[src/rtl/tt_settle_cnt.sv]
// Settle-delay counter: counts while enabled, flags when SETTLE-1 is reached.
module tt_settle_cnt #(
  parameter int SETTLE = 1
) (
  input  logic clk,
  input  logic rst,
  input  logic clear,
  input  logic enable,
  output logic expire
);
  logic [3:0] cnt;

  always_ff @(posedge clk) begin
    if (rst || clear) cnt <= '0;
    else if (enable)  cnt <= cnt + 4'd1;
  end

  assign expire = (cnt == 4'(SETTLE - 1));
endmodule

[config.mk]
export PLATFORM = sky130hd
export DESIGN_NAME = tt_settle_cnt
export DESIGN_NICKNAME = d
export VERILOG_FILES = /design/src/rtl/tt_settle_cnt.sv
export SDC_FILE = /design/constraint.sdc
export NUM_CORES = 1
export LEC_CHECK = 0
export ABC_AREA = 1
export CAP_MARGIN = 20
export CORE_AREA = 2 2 39 41
export CTS_CLUSTER_DIAMETER = 80
export DETAILED_ROUTE_END_ITERATION = 8
export DIE_AREA = 0 0 41 43
export PLACE_DENSITY = 0.4
export SKIP_LAST_GASP = 1
export SLEW_MARGIN = 20
export SYNTH_ARGS = -nofsm -noshare
export SYNTH_HDL_FRONTEND = slang
export SYNTH_SLANG_ARGS = --single-unit
[constraint.sdc]
create_clock -name clk -period 1.5 [get_ports clk]
set_clock_uncertainty 0.15 [all_clocks]
set_input_delay 0.3 -clock clk [delete_from_list [all_inputs] [get_ports clk]]
set_output_delay 0.3 -clock clk [all_outputs]
set_load 0.005 [all_outputs]
; ---- Word-level counts from Yosys, hierarchy flattened
; Index checks and enable logic that the tools add are counted.
[word_totals]
reg_bits = 4
latch_bits = 0
ramBits = 0
mem_bits_ro = 0
inputBits = 4
out_inout_bits = 1
wordCells = 4
n_memories = 0
[classes]
addsub = 1
mul = 0
div = 0
magnitude_cmp = 0
n_eq_ne = 0
n_shift = 0
mux = 0
n_bitwise = 0
reduce_logical = 2
[op_table]
columns = op, count
row1 = $add 4x1->4 const B, 1
row2 = $logic_not 4->1, 1
row3 = $logic_or 1x1->1, 1

; ---- Depth between registers and ports, before layout
[logic_depth]
ltp_word = 1
mapped_depth = 5
depth_no_buf = 5

; ---- Least setup slack after synthesis
; OpenSTA, ideal clock, no wires.
[synth_timing]
kind = register -> output
startpoint = register cnt[0]
endpoint = output expire
t_arrival_ps = 716
required_ps = 1050
slack_ps = 334
stages_incl_launch_ff = 4
path_buffers = 0
path_cell_list = dfxtp_1 > inv_1 > ha_1 > nor3b_1
[synth_between]
elab_chain_cells = 1
[synth_rtl]
columns = item, line_no
row1 = from (decl), 11  ; logic [3:0] cnt;
row2 = from (signal assigned), 15  ; else if (enable) cnt <= cnt + 4'd1;
row3 = $logic_not 4->1, 18  ; assign expire = (cnt == 4'(SETTLE - 1));
row4 = to (decl), 9  ; output logic expire
; No other way between the ends.

; ---- Worst setup path after layout
; Same ends and word-level chain as after synthesis.

==> impl_metrics.toml <==
[critical_path]
regToRegEndpoint = "cnt[2]$_SDFFE_PP0P_"
worst-endpoint-required_ns = 1.05
worst_setup_sp_type = "register"
critical_path_class = "reg -> out"
critPathCaptureType = "output port"
cp_max_fo = 2
crit_start = "cnt[0]$_SDFFE_PP0P_"
critical_path.reg2reg.startpoint = "cnt[0]$_SDFFE_PP0P_"
crit_path_top_delay_cell = "sky130_fd_sc_hd__dfxtp_2"
critical_path.cell_chain = "inv_2 > ha_2 > nor3b_2 > buf_2"
worst_r2r_path_depth = 5
worstPathArrival_ns = 0.99
crit_path_end = "expire"
cpPeakStageDelay_ns = 0.32
worst-r2r-setup-slack_ns = 0.29

[power_and_ir_drop]
total_power_mw = 0.2742
powerDensity_mw_per_mm2 = 830.3
vdd_drop_max_mv = 0.1406
leakage_nw = 0.1376

[logic_synthesis]
synth.distinct_cells = 11
yosys.area_share.xor_xnor_pct = 0
synth_compound_gate_area_share_pct = 7.595
postSynth.asyncResetShare_pct = 0
syn_area_per_cell_um2 = 7.322
synth_area_um2 = 197.7
yosys_register_bits = 4
main_combinational_cell_family_by_area_after_synthesis = "simple AND/OR/NAND/NOR gates"
yosys_most_used_dff = "sky130_fd_sc_hd__dfxtp_1"
postSynthCellCount = 27
yosys.area_share.adder_pct = 12.66
top_count_cell_post_synth = "sky130_fd_sc_hd__nor2_1"
synth_seq_area_share_pct = 40.51
yosysTopAreaCellShare_pct = 40.51
synth_common_cells = "6 x sky130_fd_sc_hd__nor2_1, 5 x sky130_fd_sc_hd__nand2_1, 4 x sky130_fd_sc_hd__dfxtp_1"
netlist_top_cells_area = "sky130_fd_sc_hd__dfxtp_1 41%, sky130_fd_sc_hd__ha_1 13%, sky130_fd_sc_hd__nor2_1 11%"
yosysTopAreaCell = "sky130_fd_sc_hd__dfxtp_1"
ys.warnings.count = 0
synth_nets = 33
number_of_enable_flip_flop_cells_after_synthesis = 0
post_synth_mux_area_share_pct = 0
synth_simple_gate_area_share_pct = 33.54

[cells_and_area]
max_flop_register = "cnt"
instances_no_fill = 56
multi_input_comb_area_um2 = 113.9
final-seq-area_um2 = 82.58
fillCellCount = 162
insertedDiodeCount = 0
areaGrowthSynthToFinish_pct = 67.09
proportion_of_layout_cells_with_a_drive_suffix_above_1_pct = 42.50
fin_nets = 48
layout_top_registers = "cnt: 4 flops"
largest_register_ffs = 4

[routing]
drt_wl_total_um = 350
drtIter0Drc = 1
via_count = 199
routedWlPerCell_um = 6.250
antenna_left = 0
vias_per_cell = 3.554
firstDrtPassIters = 2
drc_markers = 0

[sta]
rsz0062_at_grt = "no"
fin_tns_setup_ns = 0
min_period_over_period_pct = 95.97
report.final.hold_viol_count = 0
slew_violations = 0
report.final.setup_viol = 0
worstMarginPinSlew_ns = 0.2407
min_period_ns = 1.439
timing.max_slew.rel_slack_pct = 83.89
timing.fmax_mhz = 694.7

[die]
start_util_pct = 14.29
dieWidth_um = 41
die_area_mm2 = 0.001763
die_h_um = 43
row_count = 14
io-pin-count = 5
core_area_mm2 = 0.001384

[clocking]
cts_root_buf = "sky130_fd_sc_hd__clkbuf_4"
skew_pair_late_insertion_delay_ns = 0.23
clk_transition_reported_paths_ns = 0.04
clock_tree.buffer_depth = 2
tritoncts = "done"
clock_sinks = 4
cts-buffers-inserted = 3
htree_levels = 1
post_cts_hold_buffers = 0

[global_routing]
antenna_found_initial = 0
grt_pass1_wl_um = 703
global_route_congestion_overflow_total = 0
largest_net_degree_at_the_start_of_global_routing = 6
via_count_of_the_first_global_routing_pass = 216
global_route.usage.total_pct = 6.313

[place]
dpl.cell_count = 52
gp_congestion = 0.6234
io_buffer_count = 4

[run_status]
outcome = "finished, final reports clean"

[worst_hold_path]
hold_class = "reg -> reg"

[flow_run]
cap_viol_max_count = 0
-- kinds of logic after synthesis --
kind of cell	after synthesis
and+or+nand+nor	15
DFF	4
AOI/OAI and AO/OA	3
buffers and inverters	3
adders and majority gates	2
-- per-stage QoR --
| stage | util, % | instance area (µm²) | setup WS [ns] | hold slack (ns) |
|---|---|---|---|---|
| detailed placement | 21.34 | 295.3 | -0.1219 | 0.3555 |
| CTS | 23.60 | 326.6 | 0.02700 | 0.3706 |
| global placement | 21.34 | 295.3 | -0.1058 | 0.3530 |
| global route | 23.87 | 330.3 | 0.006769 | 0.4164 |
| finish | 23.87 | 330.3 | 0.06052 | 0.3649 |
| floorplan | - | 197.7 | 0.3339 | 0.2394 |
-- timing repair --
action                                  in CTS  in global routing
pin swaps                                    0                  0
setup buffers                                1                  0
endpoints found under the setup margin       1                  1
gates resized for setup                      6                  3
-- cells in the final DEF (no fill, tap or decap) --
cell and n:
sky130_fd_sc_hd__buf_4 6, sky130_fd_sc_hd__o21ai_0 1, sky130_fd_sc_hd__inv_2 1, sky130_fd_sc_hd__nand3_1 1
sky130_fd_sc_hd__inv_1 2, sky130_fd_sc_hd__nor2_1 6, sky130_fd_sc_hd__nand2_2 1, sky130_fd_sc_hd__nand2_1 5
sky130_fd_sc_hd__ha_2 1, sky130_fd_sc_hd__ha_1 1, sky130_fd_sc_hd__dfxtp_1 2, sky130_fd_sc_hd__nor2_2 1
sky130_fd_sc_hd__a21oi_1 2, sky130_fd_sc_hd__clkdlybuf4s50_1 3, sky130_fd_sc_hd__dfxtp_2 2, sky130_fd_sc_hd__nor3b_2 1
sky130_fd_sc_hd__buf_2 1, sky130_fd_sc_hd__clkbuf_4 3
-- worst min-delay path by stage --
stage | from | endpoint | slack, ns | depth (start not counted)
2_1_floorplan | enable | cnt[1]$_SDFFE_PP0P_ | 0.24 | 1
3_3_place_gp | cnt[3]$_SDFFE_PP0P_ | cnt[3]$_SDFFE_PP0P_ | 0.35 | 2
3_5_place_dp | cnt[3]$_SDFFE_PP0P_ | cnt[3]$_SDFFE_PP0P_ | 0.36 | 2
4_1_cts | cnt[3]$_SDFFE_PP0P_ | cnt[3]$_SDFFE_PP0P_ | 0.37 | 2
5_1_grt | cnt[3]$_SDFFE_PP0P_ | cnt[3]$_SDFFE_PP0P_ | 0.42 | 2
6_report | cnt[3]$_SDFFE_PP0P_ | cnt[3]$_SDFFE_PP0P_ | 0.36 | 2
-- metal layers --
layer	track usage, %	vias to the layer above	wire (µm)
met4	10.00	0	0
met3	0	0	0
met2	8.750	1	197
met5	0	-	0
met1	6.390	88	152
li1	-	110	-
-- power breakdown --
| group | leakage [nW] | internal, mW | total, mW | switching, mW |
|---|---|---|---|---|
| clock network | 0.0138 | 0.0892 | 0.128 | 0.0392 |
| logic | 0.0904 | 0.0214 | 0.0346 | 0.0132 |
| registers | 0.0333 | 0.110 | 0.111 | 0.00128 |
-- cell type report --
class	instances	area share (%)
clock buffer	3	6.818
multi-input combinational	20	34.47
timing repair buffer	10	24.24
inverter	3	3.409
tap	16	6.061
sequential	4	25.00
-- worst max-delay path, delay by kind of cell (launching register included) --
| kind | cells | cell delay [ns] |
|---|---|---|
| adder cells (fa/ha/maj) | 1 | 0.15 |
| flip-flops | 1 | 0.32 |
| AND/OR/NAND/NOR | 1 | 0.14 |
| buffers and inverters | 2 | 0.15 |
Power figures use the tool's default switching activity.
